===== src/rtl/ym_bus_pkg.sv =====
// Shared encodings for the YM2151 host-side bus initiator.
package ym_bus_pkg;

    typedef enum logic [1:0] {StIdle, StPoll, StAddr, StData} ym_state_e;

    typedef enum logic [1:0] {PhSetup, PhStrobe, PhHold, PhGap} ym_phase_e;

    localparam int unsigned BUSY_BIT = 7;
    localparam logic        A0_ADDR  = 1'b0;
    localparam logic        A0_DATA  = 1'b1;

endpackage


===== src/rtl/ym_bus_cycle.sv =====
// Phase timer for one asynchronous bus cycle: SETUP, STROBE, HOLD, then a single GAP cycle.
module ym_bus_cycle
    import ym_bus_pkg::*;
#(
    parameter int unsigned T_SU = 1,
    parameter int unsigned T_PW = 4,
    parameter int unsigned T_HD = 2
) (
    input  logic      ymclk,
    input  logic      rst_n,
    input  logic      start,
    input  logic      is_read,
    output ym_phase_e phase,
    output logic      active,
    output logic      strobe_en,
    output logic      sample,
    output logic      last
);

    localparam int unsigned MaxT = (T_SU > T_PW) ? ((T_SU > T_HD) ? T_SU : T_HD)
                                                 : ((T_PW > T_HD) ? T_PW : T_HD);
    localparam int unsigned CntW = $clog2(MaxT + 1);

    ym_phase_e       phase_q, phase_d;
    logic [CntW-1:0] cnt_q, cnt_d;
    logic            active_q, active_d;

    always_comb begin
        phase_d  = phase_q;
        cnt_d    = cnt_q;
        active_d = active_q;
        if (start) begin
            active_d = 1'b1;
            phase_d  = PhSetup;
            cnt_d    = CntW'(T_SU - 1);
        end else if (active_q) begin
            unique case (phase_q)
                PhSetup: begin
                    if (cnt_q == '0) begin
                        phase_d = PhStrobe;
                        cnt_d   = CntW'(T_PW - 1);
                    end else begin
                        cnt_d = cnt_q - CntW'(1);
                    end
                end
                PhStrobe: begin
                    if (cnt_q == '0) begin
                        phase_d = PhHold;
                        cnt_d   = CntW'(T_HD - 1);
                    end else begin
                        cnt_d = cnt_q - CntW'(1);
                    end
                end
                PhHold: begin
                    if (cnt_q == '0) begin
                        phase_d = PhGap;
                        cnt_d   = '0;
                    end else begin
                        cnt_d = cnt_q - CntW'(1);
                    end
                end
                PhGap: active_d = 1'b0;
            endcase
        end
    end

    always_ff @(posedge ymclk or negedge rst_n) begin
        if (!rst_n) begin
            phase_q  <= PhSetup;
            cnt_q    <= '0;
            active_q <= 1'b0;
        end else begin
            phase_q  <= phase_d;
            cnt_q    <= cnt_d;
            active_q <= active_d;
        end
    end

    // phase/active/strobe_en describe the coming cycle so the host can register its pins from them
    assign phase     = phase_d;
    assign active    = active_d;
    assign strobe_en = active_d && (phase_d == PhStrobe);
    assign sample    = active_q && is_read && (phase_q == PhStrobe) && (cnt_q == '0);
    assign last      = active_q && (phase_q == PhGap);

endmodule


===== src/rtl/ym_bus_host.sv =====
// Host-side YM2151 CPU-port initiator: polls busy, then writes address and data per request.
module ym_bus_host
    import ym_bus_pkg::*;
#(
    parameter int unsigned T_SU       = 1,
    parameter int unsigned T_PW       = 4,
    parameter int unsigned T_HD       = 2,
    parameter int unsigned POLL_LIMIT = 1024
) (
    input  logic       ymclk,
    input  logic       rst_n,
    input  logic       req_valid,
    input  logic [7:0] req_addr,
    input  logic [7:0] req_data,
    output logic       req_ready,
    output logic       done,
    output logic       err,
    output logic [7:0] last_status,
    output logic       cs_n,
    output logic       wr_n,
    output logic       rd_n,
    output logic       a0,
    output logic [7:0] bus_dout,
    output logic       bus_oe,
    input  logic [7:0] bus_din
);

    localparam int unsigned PollW = $clog2(POLL_LIMIT + 1);

    ym_state_e       state_q, state_d;
    logic [7:0]      addr_q, data_q, ls_q, ls_d, dout_q, dout_d;
    logic [PollW-1:0] poll_q, poll_d;
    logic            ready_q, done_q, done_d, err_q, err_d;
    logic            cs_n_q, wr_n_q, rd_n_q, a0_q, oe_q, a0_d;
    logic            accept, start, drive;
    ym_phase_e       phase_n;
    logic            active_n, strobe_en, sample, last;

    ym_bus_cycle #(
        .T_SU(T_SU),
        .T_PW(T_PW),
        .T_HD(T_HD)
    ) u_cycle (
        .ymclk    (ymclk),
        .rst_n    (rst_n),
        .start    (start),
        .is_read  (state_q == StPoll),
        .phase    (phase_n),
        .active   (active_n),
        .strobe_en(strobe_en),
        .sample   (sample),
        .last     (last)
    );

    assign accept = (state_q == StIdle) && ready_q && req_valid;

    always_comb begin
        state_d = state_q;
        start   = 1'b0;
        done_d  = 1'b0;
        err_d   = 1'b0;
        poll_d  = poll_q;
        ls_d    = ls_q;
        unique case (state_q)
            StIdle: begin
                if (accept) begin
                    state_d = StPoll;
                    start   = 1'b1;
                    poll_d  = '0;
                end
            end
            StPoll: begin
                if (sample) begin
                    ls_d   = bus_din;
                    poll_d = poll_q + PollW'(1);
                end
                if (last) begin
                    if (!ls_q[BUSY_BIT]) begin
                        state_d = StAddr;
                        start   = 1'b1;
                    end else if (poll_q >= PollW'(POLL_LIMIT)) begin
                        state_d = StIdle;
                        err_d   = 1'b1;
                    end else begin
                        start = 1'b1;
                    end
                end
            end
            StAddr: begin
                if (last) begin
                    state_d = StData;
                    start   = 1'b1;
                end
            end
            StData: begin
                if (last) begin
                    state_d = StIdle;
                    done_d  = 1'b1;
                end
            end
        endcase
    end

    // Pin values for the coming cycle; a0 and bus_dout keep their value through GAP and IDLE
    always_comb begin
        drive  = active_n && (phase_n != PhGap);
        a0_d   = a0_q;
        dout_d = dout_q;
        if (drive) begin
            a0_d = (state_d == StData) ? A0_DATA : A0_ADDR;
            if (state_d == StAddr) dout_d = addr_q;
            if (state_d == StData) dout_d = data_q;
        end
    end

    always_ff @(posedge ymclk or negedge rst_n) begin
        if (!rst_n) begin
            state_q <= StIdle;
            addr_q  <= '0;
            data_q  <= '0;
            poll_q  <= '0;
            ls_q    <= '0;
            ready_q <= 1'b0;
            done_q  <= 1'b0;
            err_q   <= 1'b0;
            cs_n_q  <= 1'b1;
            wr_n_q  <= 1'b1;
            rd_n_q  <= 1'b1;
            a0_q    <= 1'b0;
            oe_q    <= 1'b0;
            dout_q  <= '0;
        end else begin
            state_q <= state_d;
            if (accept) begin
                addr_q <= req_addr;
                data_q <= req_data;
            end
            poll_q  <= poll_d;
            ls_q    <= ls_d;
            ready_q <= (state_d == StIdle);
            done_q  <= done_d;
            err_q   <= err_d;
            cs_n_q  <= !drive;
            rd_n_q  <= !(strobe_en && (state_d == StPoll));
            wr_n_q  <= !(strobe_en && ((state_d == StAddr) || (state_d == StData)));
            a0_q    <= a0_d;
            oe_q    <= drive && (state_d != StPoll);
            dout_q  <= dout_d;
        end
    end

    assign req_ready   = ready_q;
    assign done        = done_q;
    assign err         = err_q;
    assign last_status = ls_q;
    assign cs_n        = cs_n_q;
    assign wr_n        = wr_n_q;
    assign rd_n        = rd_n_q;
    assign a0          = a0_q;
    assign bus_oe      = oe_q;
    assign bus_dout    = dout_q;

endmodule


===== config.mk =====
export PLATFORM = sky130hd
export DESIGN_NAME = ym_bus_host
export DESIGN_NICKNAME = d
export VERILOG_FILES = /design/src/rtl/ym_bus_pkg.sv /design/src/rtl/ym_bus_cycle.sv /design/src/rtl/ym_bus_host.sv
export SDC_FILE = /design/constraint.sdc
export NUM_CORES = 1
export LEC_CHECK = 0
export BUFFER_PORTS_ARGS = -buffer_cell sky130_fd_sc_hd__buf_2
export CELL_PAD_IN_SITES_DETAIL_PLACEMENT = 0
export CELL_PAD_IN_SITES_GLOBAL_PLACEMENT = 1
export CORE_ASPECT_RATIO = 1.5
export CORE_MARGIN = 10
export CORE_UTILIZATION = 47
export DETAILED_ROUTE_END_ITERATION = 8
export GPL_ROUTABILITY_DRIVEN = 1
export GPL_TIMING_DRIVEN = 0
export PLACE_DENSITY_LB_ADDON = 0.1
export RECOVER_POWER = 25
export SLEW_MARGIN = 20
export SYNTH_ARGS = -nofsm -noshare
export SYNTH_HDL_FRONTEND = slang
export SYNTH_SLANG_ARGS = --single-unit

===== constraint.sdc =====
create_clock -name ymclk -period 3.8 [get_ports ymclk]
set_clock_uncertainty 0.15 [all_clocks]
set_input_delay 0.19 -clock ymclk [delete_from_list [all_inputs] [get_ports ymclk]]
set_output_delay 0.19 -clock ymclk [all_outputs]
set_load 0.01 [all_outputs]

==> Implementation_results.wiki <==
{| class="wikitable"
! Metric !! Value
|-
| Maximum capacitance violations || 0
|-
| Max incr delay on CP || 0.43 ns
|-
| Overall routing resource usage || 13.29%
|-
| Path type of the worst setup path || reg2reg
|-
| Part of the power in registers || 39.4%
|-
| Clk root buf || sky130_fd_sc_hd__clkbuf_8
|-
| Area of the mapped netlist || 2673 µm²
|-
| Yosys warning count || 0
|-
| Buffering stage count on the worst path with inverters included || 1
|-
| Final Slew Violations || 0
|-
| Critical path data required time || 3.86 ns
|-
| Worst VDD drop || 0.0004901 V
|-
| Maximum operating frequency || 0.3505 GHz
|-
| Die area || 9165 µm²
|-
| Startpoint class of the critical path || flop
|-
| Launch instance of the worst min-delay path || req_valid
|-
| Post-DP HPWL || 3931 µm
|-
| Tightest Hold Check Type || in2reg
|-
| Global-route wire length before repair || 9563 µm
|-
| Worst setup EP type || flop
|-
| CP arrival || 2.91 ns
|-
| Initial detailed-routing violation count || 87
|-
| Mapped Nets || 244
|-
| Period minus WS final || 2.853 ns
|-
| Critical path's top delay family || compound AO/OA/AOI/OAI gates
|-
| Latest clock arrival within the worst-skew pair || 0.33 ns
|-
| Fraction of layout cells with a size suffix above 1 || 34.77%
|-
| Clock power share || 23.2%
|-
| Most frequent standard cell in the layout excluding fill and tap cells || sky130_fd_sc_hd__dfrtp_1
|-
| Number of antenna repair diodes || 0
|-
| Count of unresolved DRC violations after routing || 0
|-
| Via density || 5.140
|-
| Cell Pwr Density || 804.9 nW/µm²
|-
| Final Hold Viols || 0
|-
| Die height || 112.4 µm
|-
| Total wire length after detailed routing || 5671 µm
|-
| Leading cell types in the layout, fill and taps excluded || sky130_fd_sc_hd__dfrtp_1, sky130_fd_sc_hd__buf_2, sky130_fd_sc_hd__mux2_2
|-
| Largest net degree at the start of global routing || 60
|-
| Launch point of the critical path || u_cycle.phase_q[0]$_DFF_PN0_
|-
| Share of the synthesized area in the top cell type || 52.43%
|-
| Relative contribution of combinational cells to total power || 37.4%
|-
| Gp weighted congestion || 0.7394
|-
| Antenna violations before repair || 0
|-
| Area of the core region || 5492 µm²
|-
| Largest cells by area after synthesis || sky130_fd_sc_hd__dfrtp_1, sky130_fd_sc_hd__mux2_2, sky130_fd_sc_hd__mux2_4
|-
| Boundary Pins || 51
|-
| Fraction of the cycle the final worst path needs || 75.08%
|-
| Cell with the largest stage delay on the worst path || sky130_fd_sc_hd__or3_4
|-
| Number of vias in the routed layout || 1912
|-
| Yosys reg bits || 59
|-
| Static leakage power || 1.597 nW
|-
| Total gr overflow || 0
|-
| Sequential-to-total area share from yosys stat || 55.38%
|-
| Die Width || 81.57 µm
|-
| Worst rel slew slack || 6.966%
|-
| Distinct cells, synth || 44
|-
| Number of buffers on the longest clock path || 2
|-
| Average cell area after synthesis || 12.67 µm²
|-
| Clock tree from TritonCTS || yes
|-
| H-tree level count || 3
|-
| Switching power || 930.3 µW
|-
| Synthesis-to-finish area growth || 29.96%
|-
| CP cell instances || ha_1 > and2_1 > clkbuf_1 > a311o_1 > or3_4 > o211ai_4 > mux2_4
|-
| Row cnt || 33
|-
| Setup Viol. Count Final || 0
|-
| Cell accounting for the most synthesized area || sky130_fd_sc_hd__dfrtp_1
|-
| Total number of nets in the final design || 330
|-
| Gate count after technology mapping || 211
|-
| Effective utilization at floorplan || 48.67%
|-
| Slew at the pin with the worst max-slew slack || 1.396 ns
|-
| Detailed-router iteration count before antenna repair || 4
|-
| Largest fanout of any net on the critical path || 8
|-
| Number of sinks on the clock net || 59
|-
| Vias in the first global route || 2000
|-
| Total negative setup slack || 0 ns
|-
| Clock buffer count from CTS || 9
|-
| Post-detailed-route wirelength per cell || 15.24 µm
|-
| Fraction of synthesis flops using an asynchronous set or reset pin || 100.0%
|-
| Number of antenna-violating nets in the routed design || 0
|-
| Clock-pin slew reported for the worst setup and hold paths after clock tree synthesis || 0.07 ns
|-
| Internal power || 1.865 mW
|-
| Post-layout utilization of the core || 63.25%
|-
| Unrepaired setup endpoints after global routing || false
|-
| Net switching fraction of the power || 33.28%
|-
| Outcome || finished, final reports clean
|-
| Number of enable-type register cells in the synthesized netlist || 0
|-
| Launch instance of the worst register-to-register path || u_cycle.phase_q[0]$_DFF_PN0_
|-
| IO buf count || 50
|-
| Most frequently used flop master after synthesis || sky130_fd_sc_hd__dfrtp_1
|}
flip-flops by register name, summed over array words and instances, names as in the netlist:
signal            count
a0                    1
addr_q                8
bus_dout              8
bus_oe                1
cs_n                  1
data_q                8
done                  1
err                   1
last_status           8
poll_q               11
rd_n                  1
req_ready             1
state_q               2
u_cycle.active_q      1
u_cycle.cnt_q         3
u_cycle.phase_q       2
wr_n                  1
Yosys cell counts (4+ instances only):
cell type / instances
sky130_fd_sc_hd__o21ai_0: 6
sky130_fd_sc_hd__nor2_1: 17
sky130_fd_sc_hd__mux2_2: 34
sky130_fd_sc_hd__nand4_1: 5
sky130_fd_sc_hd__nand2_1: 14
sky130_fd_sc_hd__inv_1: 4
sky130_fd_sc_hd__ha_1: 6
sky130_fd_sc_hd__mux2_4: 8
sky130_fd_sc_hd__dfrtp_1: 56
sky130_fd_sc_hd__clkbuf_1: 6
sky130_fd_sc_hd__a21oi_1: 7
sky130_fd_sc_hd__xor2_1: 6
final cells by class:
type | instances | area, µm²
plain buffers | 8 | 35.03
flip-flops and latches | 59 | 1480
fillers | 446 | 2018
clock inverters | 4 | 72.57
well taps | 70 | 87.58
inverters | 4 | 15.01
repair buffers | 75 | 485.5
clock buffers | 12 | 155.1
multi-input cells | 140 | 1142
worst register-to-register path, delay by kind of cell, from the launching register on:
| family | cells | cell delay [ns] |
|---|---|---|
| adder cells (fa/ha/maj) | 1 | 0.25 |
| flip-flops | 1 | 0.42 |
| buffers and inverters | 1 | 0.15 |
| AND/OR/NAND/NOR | 2 | 0.60 |
| AO/OA/AOI/OAI | 2 | 0.83 |
| multiplexers | 1 | 0.34 |
through the flow:
stage	setup slack (ns)	power [mW]	std cells	hold WS [ns]	instance area (µm²)
finish	0.9471	2.796	372	0.1267	3473
global route	0.8014	2.999	372	0.1801	3473
CTS	0.9208	2.841	372	0.1304	3491
detailed placement	0.9278	2.167	331	0.1566	3013
global placement	0.9456	2.147	331	0.2716	3010
floorplan	1.206	1.851	211	-0.2556	2673
power groups by stage:
| stage | registers, mW | logic (mW) | clock network (mW) |
|---|---|---|---|
| after floorplan | 1.12 | 0.731 | 0 |
| after global placement | 1.11 | 1.04 | 0 |
| after detailed placement | 1.11 | 1.06 | 0 |
| after CTS | 1.10 | 1.08 | 0.660 |
| after global routing | 1.14 | 1.16 | 0.697 |
| final | 1.10 | 1.05 | 0.649 |
metal layers:
layer	wire (µm)	vias up	GRT usage [%]
met1	2235	947	14.32
li1	-	921	-
met5	0	-	0
met3	250	10	4.473
met4	93	0	6.150
met2	3092	34	22.53
final timing paths:
path,slack [ns],depth (start not counted),end
hold / removal,0.13,4,rd_n$_DFF_PN1_
hold reg to reg,0.35,1,a0$_DFFE_PN0P_
max in group asynchronous,2.10,2,addr_q[2]$_DFFE_PN0P_
setup reg to reg,0.95,7,bus_dout[2]$_DFFE_PN0P_
min in group asynchronous,0.57,2,poll_q[3]$_DFFE_PN0P_
setup / recovery,0.95,7,bus_dout[2]$_DFFE_PN0P_
logic make-up after synthesis:
| kind of cell | share of synthesized area, % |
|---|---|
| adders and majority gates | 2.809 |
| muxes | 19.24 |
| and+or+nand+nor | 12.08 |
| DFF | 55.38 |
| buffers and inverters | 1.872 |
| xor gates and xnor gates | 2.622 |
| AOI/OAI and AO/OA | 5.993 |
repair_timing:
action	CTS	global route
hold buffers	25	0
hold endpoints to repair	80	0
buffers inserted	0	0
resized for setup	0	0
endpoints found under the setup margin	0	0
(Power assumes the default switching activity.)
